[src/rtl/systolic_drain.sv]
// rtl/systolic_drain.sv - south-edge psum collector: deskews bottom-row lanes into aligned rows and buffers them in a FIFO
module systolic_drain #(
  parameter int ROWS  = 4,
  parameter int COLS  = 4,
  parameter int DEPTH = 8
) (
  input  logic                     clk,
  input  logic                     reset,
  input  logic                     i_valid,
  input  logic [COLS*32-1:0]       i_south,
  output logic                     o_valid,
  input  logic                     i_ready,
  output logic [COLS*32-1:0]       o_data,
  output logic                     o_overflow,
  output logic                     o_busy,
  output logic [$clog2(DEPTH):0]   o_count
);

  localparam int N  = ROWS + COLS - 1;
  localparam int AW = $clog2(DEPTH);
  localparam int CW = AW + 1;

  logic [N:1]           v;
  logic [COLS*32-1:0]   row;
  logic [COLS*32-1:0]   mem [DEPTH];
  logic [AW-1:0]        wr_ptr;
  logic [AW-1:0]        rd_ptr;
  logic [AW-1:0]        rd_next;
  logic [CW-1:0]        count_next;
  logic [COLS*32-1:0]   head_next;
  logic                 push;
  logic                 pop;
  logic                 accept;

  // v[k] marks a vector whose i_valid was k cycles ago
  always_ff @(posedge clk) begin
    if (!reset) begin
      v <= '0;
    end else begin
      v[1] <= i_valid;
      for (int k = 2; k <= N; k++) begin
        v[k] <= v[k-1];
      end
    end
  end

  // lane c leaves the array c cycles after lane 0; delay it so every lane lands together
  for (genvar c = 0; c < COLS; c++) begin : g_lane
    localparam int L = COLS - 1 - c;
    if (L == 0) begin : g_direct
      assign row[c*32 +: 32] = i_south[c*32 +: 32];
    end else begin : g_delay
      logic [31:0] dl [L];
      always_ff @(posedge clk) begin
        if (!reset) begin
          for (int k = 0; k < L; k++) begin
            dl[k] <= '0;
          end
        end else begin
          dl[0] <= i_south[c*32 +: 32];
          for (int k = 1; k < L; k++) begin
            dl[k] <= dl[k-1];
          end
        end
      end
      assign row[c*32 +: 32] = dl[L-1];
    end
  end

  assign o_valid    = (o_count != '0);
  assign push       = v[N];
  assign pop        = o_valid && i_ready;
  assign accept     = push && ((o_count != CW'(DEPTH)) || pop);
  assign rd_next    = pop ? rd_ptr + AW'(1) : rd_ptr;
  assign count_next = o_count + CW'(accept) - CW'(pop);
  assign o_busy     = (|v) || o_valid;

  // the pushed row becomes the head when nothing else survives this edge
  always_comb begin
    head_next = mem[rd_next];
    if (accept && (o_count == CW'(pop))) begin
      head_next = row;
    end
  end

  always_ff @(posedge clk) begin
    if (reset && accept) begin
      mem[wr_ptr] <= row;
    end
  end

  always_ff @(posedge clk) begin
    if (!reset) begin
      wr_ptr     <= '0;
      rd_ptr     <= '0;
      o_count    <= '0;
      o_overflow <= 1'b0;
      o_data     <= '0;
    end else begin
      if (accept) begin
        wr_ptr <= wr_ptr + AW'(1);
      end
      rd_ptr  <= rd_next;
      o_count <= count_next;
      if (push && !accept) begin
        o_overflow <= 1'b1;
      end
      if (count_next != '0) begin
        o_data <= head_next;
      end
    end
  end

endmodule

[config.mk]
export PLATFORM = sky130hd
export DESIGN_NAME = systolic_drain
export DESIGN_NICKNAME = d
export VERILOG_FILES = /design/src/rtl/systolic_drain.sv
export SDC_FILE = /design/constraint.sdc
export NUM_CORES = 2
export LEC_CHECK = 0
export CORE_AREA = 2 2 307 309
export CTS_CLUSTER_DIAMETER = 80
export CTS_CLUSTER_SIZE = 20
export DETAILED_ROUTE_END_ITERATION = 10
export DIE_AREA = 0 0 309 311
export PLACE_DENSITY_LB_ADDON = 0.3
export SLEW_MARGIN = 20
export SYNTH_ARGS = -nofsm -noshare
export SYNTH_HDL_FRONTEND = slang
export SYNTH_SLANG_ARGS = --single-unit
[constraint.sdc]
create_clock -name clk -period 14.13 [get_ports clk]
set_input_delay 1.413 -clock clk [delete_from_list [all_inputs] [get_ports clk]]
set_output_delay 1.413 -clock clk [all_outputs]
set_load 0.1 [all_outputs]
==> out/summary.json <==
{
  "critical-path-top-cell-by-count": "buf_4",
  "topRoutingLayerUsed": "met4",
  "start_util_pct": 54.50,
  "grt_setup_unrepaired": "no",
  "layout.area.seq_um2": 37520,
  "globalRouteOverflowTotal": 0,
  "clock.fmax_ghz": 0.1866,
  "worstSkewPairLatency_ps": 660,
  "place.gp.congestion": 0.7607,
  "placed_cells_incl_taps": 4993,
  "worst_hold_path.num_cells": 1,
  "clock_sink_total": 1362,
  "endpoint_kind": "flop",
  "post_cts_resized": 0,
  "synth.top_cells.by_area": "edfxtp_1 (61%), dfxtp_1 (13%), nand2_1 (6.7%)",
  "async_reset_ff_share_pct": 0,
  "yosys.cell_types.count": 34,
  "h-tree-depth": 3,
  "max-cap-violations": 0,
  "cpMaxStageDelayCell": "buf_4",
  "hold_end": "g_lane[1].g_delay.dl[0][44]",
  "detail_route.iter0.violations": 2723,
  "die_footprint_um2": 96100,
  "cp_cell_sequence": "clkdlybuf4s50_1, nand2b_1, a31oi_1, nand3_1, nor2_4, buf_4, buf_4",
  "pre_cts_slack_ps": 8120,
  "number_of_buffer_and_inverter_instances_along_the_worst_setup_path": 3,
  "numCtsBuffers": 79,
  "portBuffers": 266,
  "final_std_cell_area_no_fill_um2": 56620,
  "synthFlopType": "edfxtp_1",
  "share_of_the_synthesized_area_in_the_top_cell_type_pct": 60.82,
  "die_x_um": 309,
  "status": "completed",
  "multi_input_gate_area_um2": 11630,
  "sum_of_met3_wire_segment_lengths_after_detailed_routing_um": 7967,
  "placement_rows": 112,
  "syn_area_um2": 50560,
  "num_io_pins": 267,
  "finalCriticalPeriod_ps": 5359,
  "synth.yosys.seq_area_share_pct": 74.20,
  "drt-pass1-iter-count": 5,
  "critical_path.reg2reg.endpoint": "o_data[117]",
  "drc_viols": 0,
  "wl_per_cell_um": 22.39,
  "cts.root.buffer_cell": "clkbuf_16",
  "synth-edff-count": 1024,
  "clk_pin_slew_worst_paths_ps": 80,
  "max_stage_delay_ps": 870,
  "grt_first_pass_wirelength_um": 171700,
  "ffs_latches_synth": 1362,
  "syn2layout_area_growth_pct": 11.98,
  "die_height_um": 311,
  "maxSlewViolCount": 0,
  "worst_hold_path_type": "reg -> reg",
  "synth.net_count": 3802,
  "setup_violations": 0,
  "drive_gt1_share_pct": 3.969,
  "yosys_warn_count": 0,
  "detailed_place.area_um2": 54310,
  "cp_max_fo": 55,
  "met1_length_um": 49510,
  "final_number_of_hold_violating_endpoints": 0,
  "r2r_start": "o_count[2]",
  "wl_um": 114900,
  "vdd.ir_drop.worst_mv": 0.2734,
  "yosys.cell_count.top_type": "edfxtp_1",
  "worst_path_arrival_time_ps": 5630,
  "worstRegToRegCells": 10,
  "design.core.area_um2": 92770,
  "timing.critical_path.required_ps": 14400,
  "worst-slew-pin-transition_ps": 1263,
  "timing.max_slew.rel_slack_pct": 15.81,
  "pin_count_of_the_biggest_net_entering_global_routing": 179,
  "vias": 29570,
  "postSynthCellCount": 3662,
  "synth_area_leader_cell": "edfxtp_1",
  "worst_clock_skew_ps": 27.80,
  "antenna_left": 0,
  "cts_hold_repair.buffers": 0,
  "synth.cells.most_frequent": "edfxtp_1 (1024), nand2_1 (903), dfxtp_1 (338)",
  "postCtsSetupRepairBufs": 0,
  "grt_use_total_pct": 23.53,
  "power.total_uw": 11680,
  "tritoncts": "yes",
  "path_class": "in -> reg",
  "vias_in_the_first_global_route": 28450,
  "critical-path-top-delay-family": "buffers and inverters",
  "totalNegativeSetupSlack_ps": 0,
  "average_via_count_per_standard_cell": 5.758,
  "startpoint_type": "input pin",
  "antenna_found_initial": 1,
  "detailed_placement_hpwl_um": 56050,
  "route.met2.wl_um": 55190,
  "max-clock-path-buffers": 3,
  "rrSetupSlack_ps": 9290,
  "nets": 3960,
  "final.period_utilization_pct": 37.93,
  "worstHoldStart": "g_lane[1].g_delay.dl[0][12]",
  "fin_cells": 5135,
  "fill_cells": 7083,
  "power_leakage_uw": 0.01921,
  "setup_slack_ps": 8771,
  "pwr_density_cell_nw_per_um2": 206.3,
  "post_synth.cell_area_avg_um2": 13.81
}
-- worst reg2reg max path, delay by kind of cell (launching register included) --
family,cells,cell delay (ps)
AOI/OAI and AO/OA,2,640
and+or+nand+nor,3,1200
adders and majority gates,1,220
muxes,1,570
buffers and inverters,3,1770
DFF,1,320
-- layout make-up --
type                    instances  share of cell area, %
flip-flops and latches       1362                  66.26
well taps                    1254                  2.771
repair buffers                312                  5.476
diodes                          1               0.004420
inverters                     132                 0.8752
multi-input cells            1933                  20.55
clock inverters                 8                 0.1525
clock buffers                 133                  3.905
-- worst max path at each step --
stage | from | to | slack [ps] | depth (start not counted)
after floorplan | reset | mem[1][0] | 2620 | 4
after global placement | i_ready | mem[7][64] | 8190 | 7
after detailed placement | i_ready | mem[7][51] | 8120 | 7
after CTS | i_ready | mem[7][50] | 8820 | 7
after global routing | i_ready | mem[7][50] | 8590 | 7
final | i_ready | mem[7][50] | 8770 | 7
-- cells in the final DEF, fill, tap and decap left out, types with 2 or more instances in the layout --
cell type and count:
edfxtp_1 1024, nand2_1 903, dfxtp_1 338, clkdlybuf4s50_1 265
mux2i_1 257, and2_1 207, inv_1 132, nand3_1 132
a31oi_1 129, a32oi_1 128, a32o_1 128, clkbuf_16 80
clkbuf_1 52, buf_4 39, nor2_4 7, ha_1 7
buf_12 7, nand2b_1 3, nor2_1 3, xor2_1 3
nor2b_1 3, inv_6 3, nand3b_1 2, nor2b_4 2
xnor2_1 2
-- metal layers --
layer	vias to the layer above	track usage (%)
met5	-	0
met4	0	5.560
met3	144	3.794
met2	1019	38.29
met1	14860	33.39
li1	13550	-
-- state kept, by name, summed over array words and instances (netlist names) --
name,flops
o_data,128
o_count,4
wr_ptr,3
o_overflow,1
mem,1024
g_lane.g_delay.dl,192
v,7
rd_ptr,3
-- cells by family (layout without fill, tap and decap cells) --
logic type	after synthesis	count (layout)	share of synthesized area, %
buf+inv	367	585	3.034
compound gates	391	391	6.442
simple gates	1270	1270	10.88
xor+xnor	7	7	0.1361
other cells	0	1	0
flops	1362	1362	74.20
mux	257	257	5.088
fa+ha+maj	8	8	0.2128
-- through the flow --
stage | hold WS [ps] | util, %
5_1_grt | 444.0 | 61.03
3_5_place_dp | 416.9 | 58.54
3_3_place_gp | 414.0 | 58.54
2_1_floorplan | 411.9 | -
4_1_cts | 430.2 | 61.02
6_report | 428.9 | 61.03
-- power breakdown --
part / total, uW / switching, uW / internal, uW / leakage [uW]
registers: 4640 / 166 / 4470 / 0.0120
clock network: 2320 / 1240 / 1080 / 0.00109
logic: 4720 / 3220 / 1500 / 0.00609
Note: power is estimated with default switching activity, not from simulation.
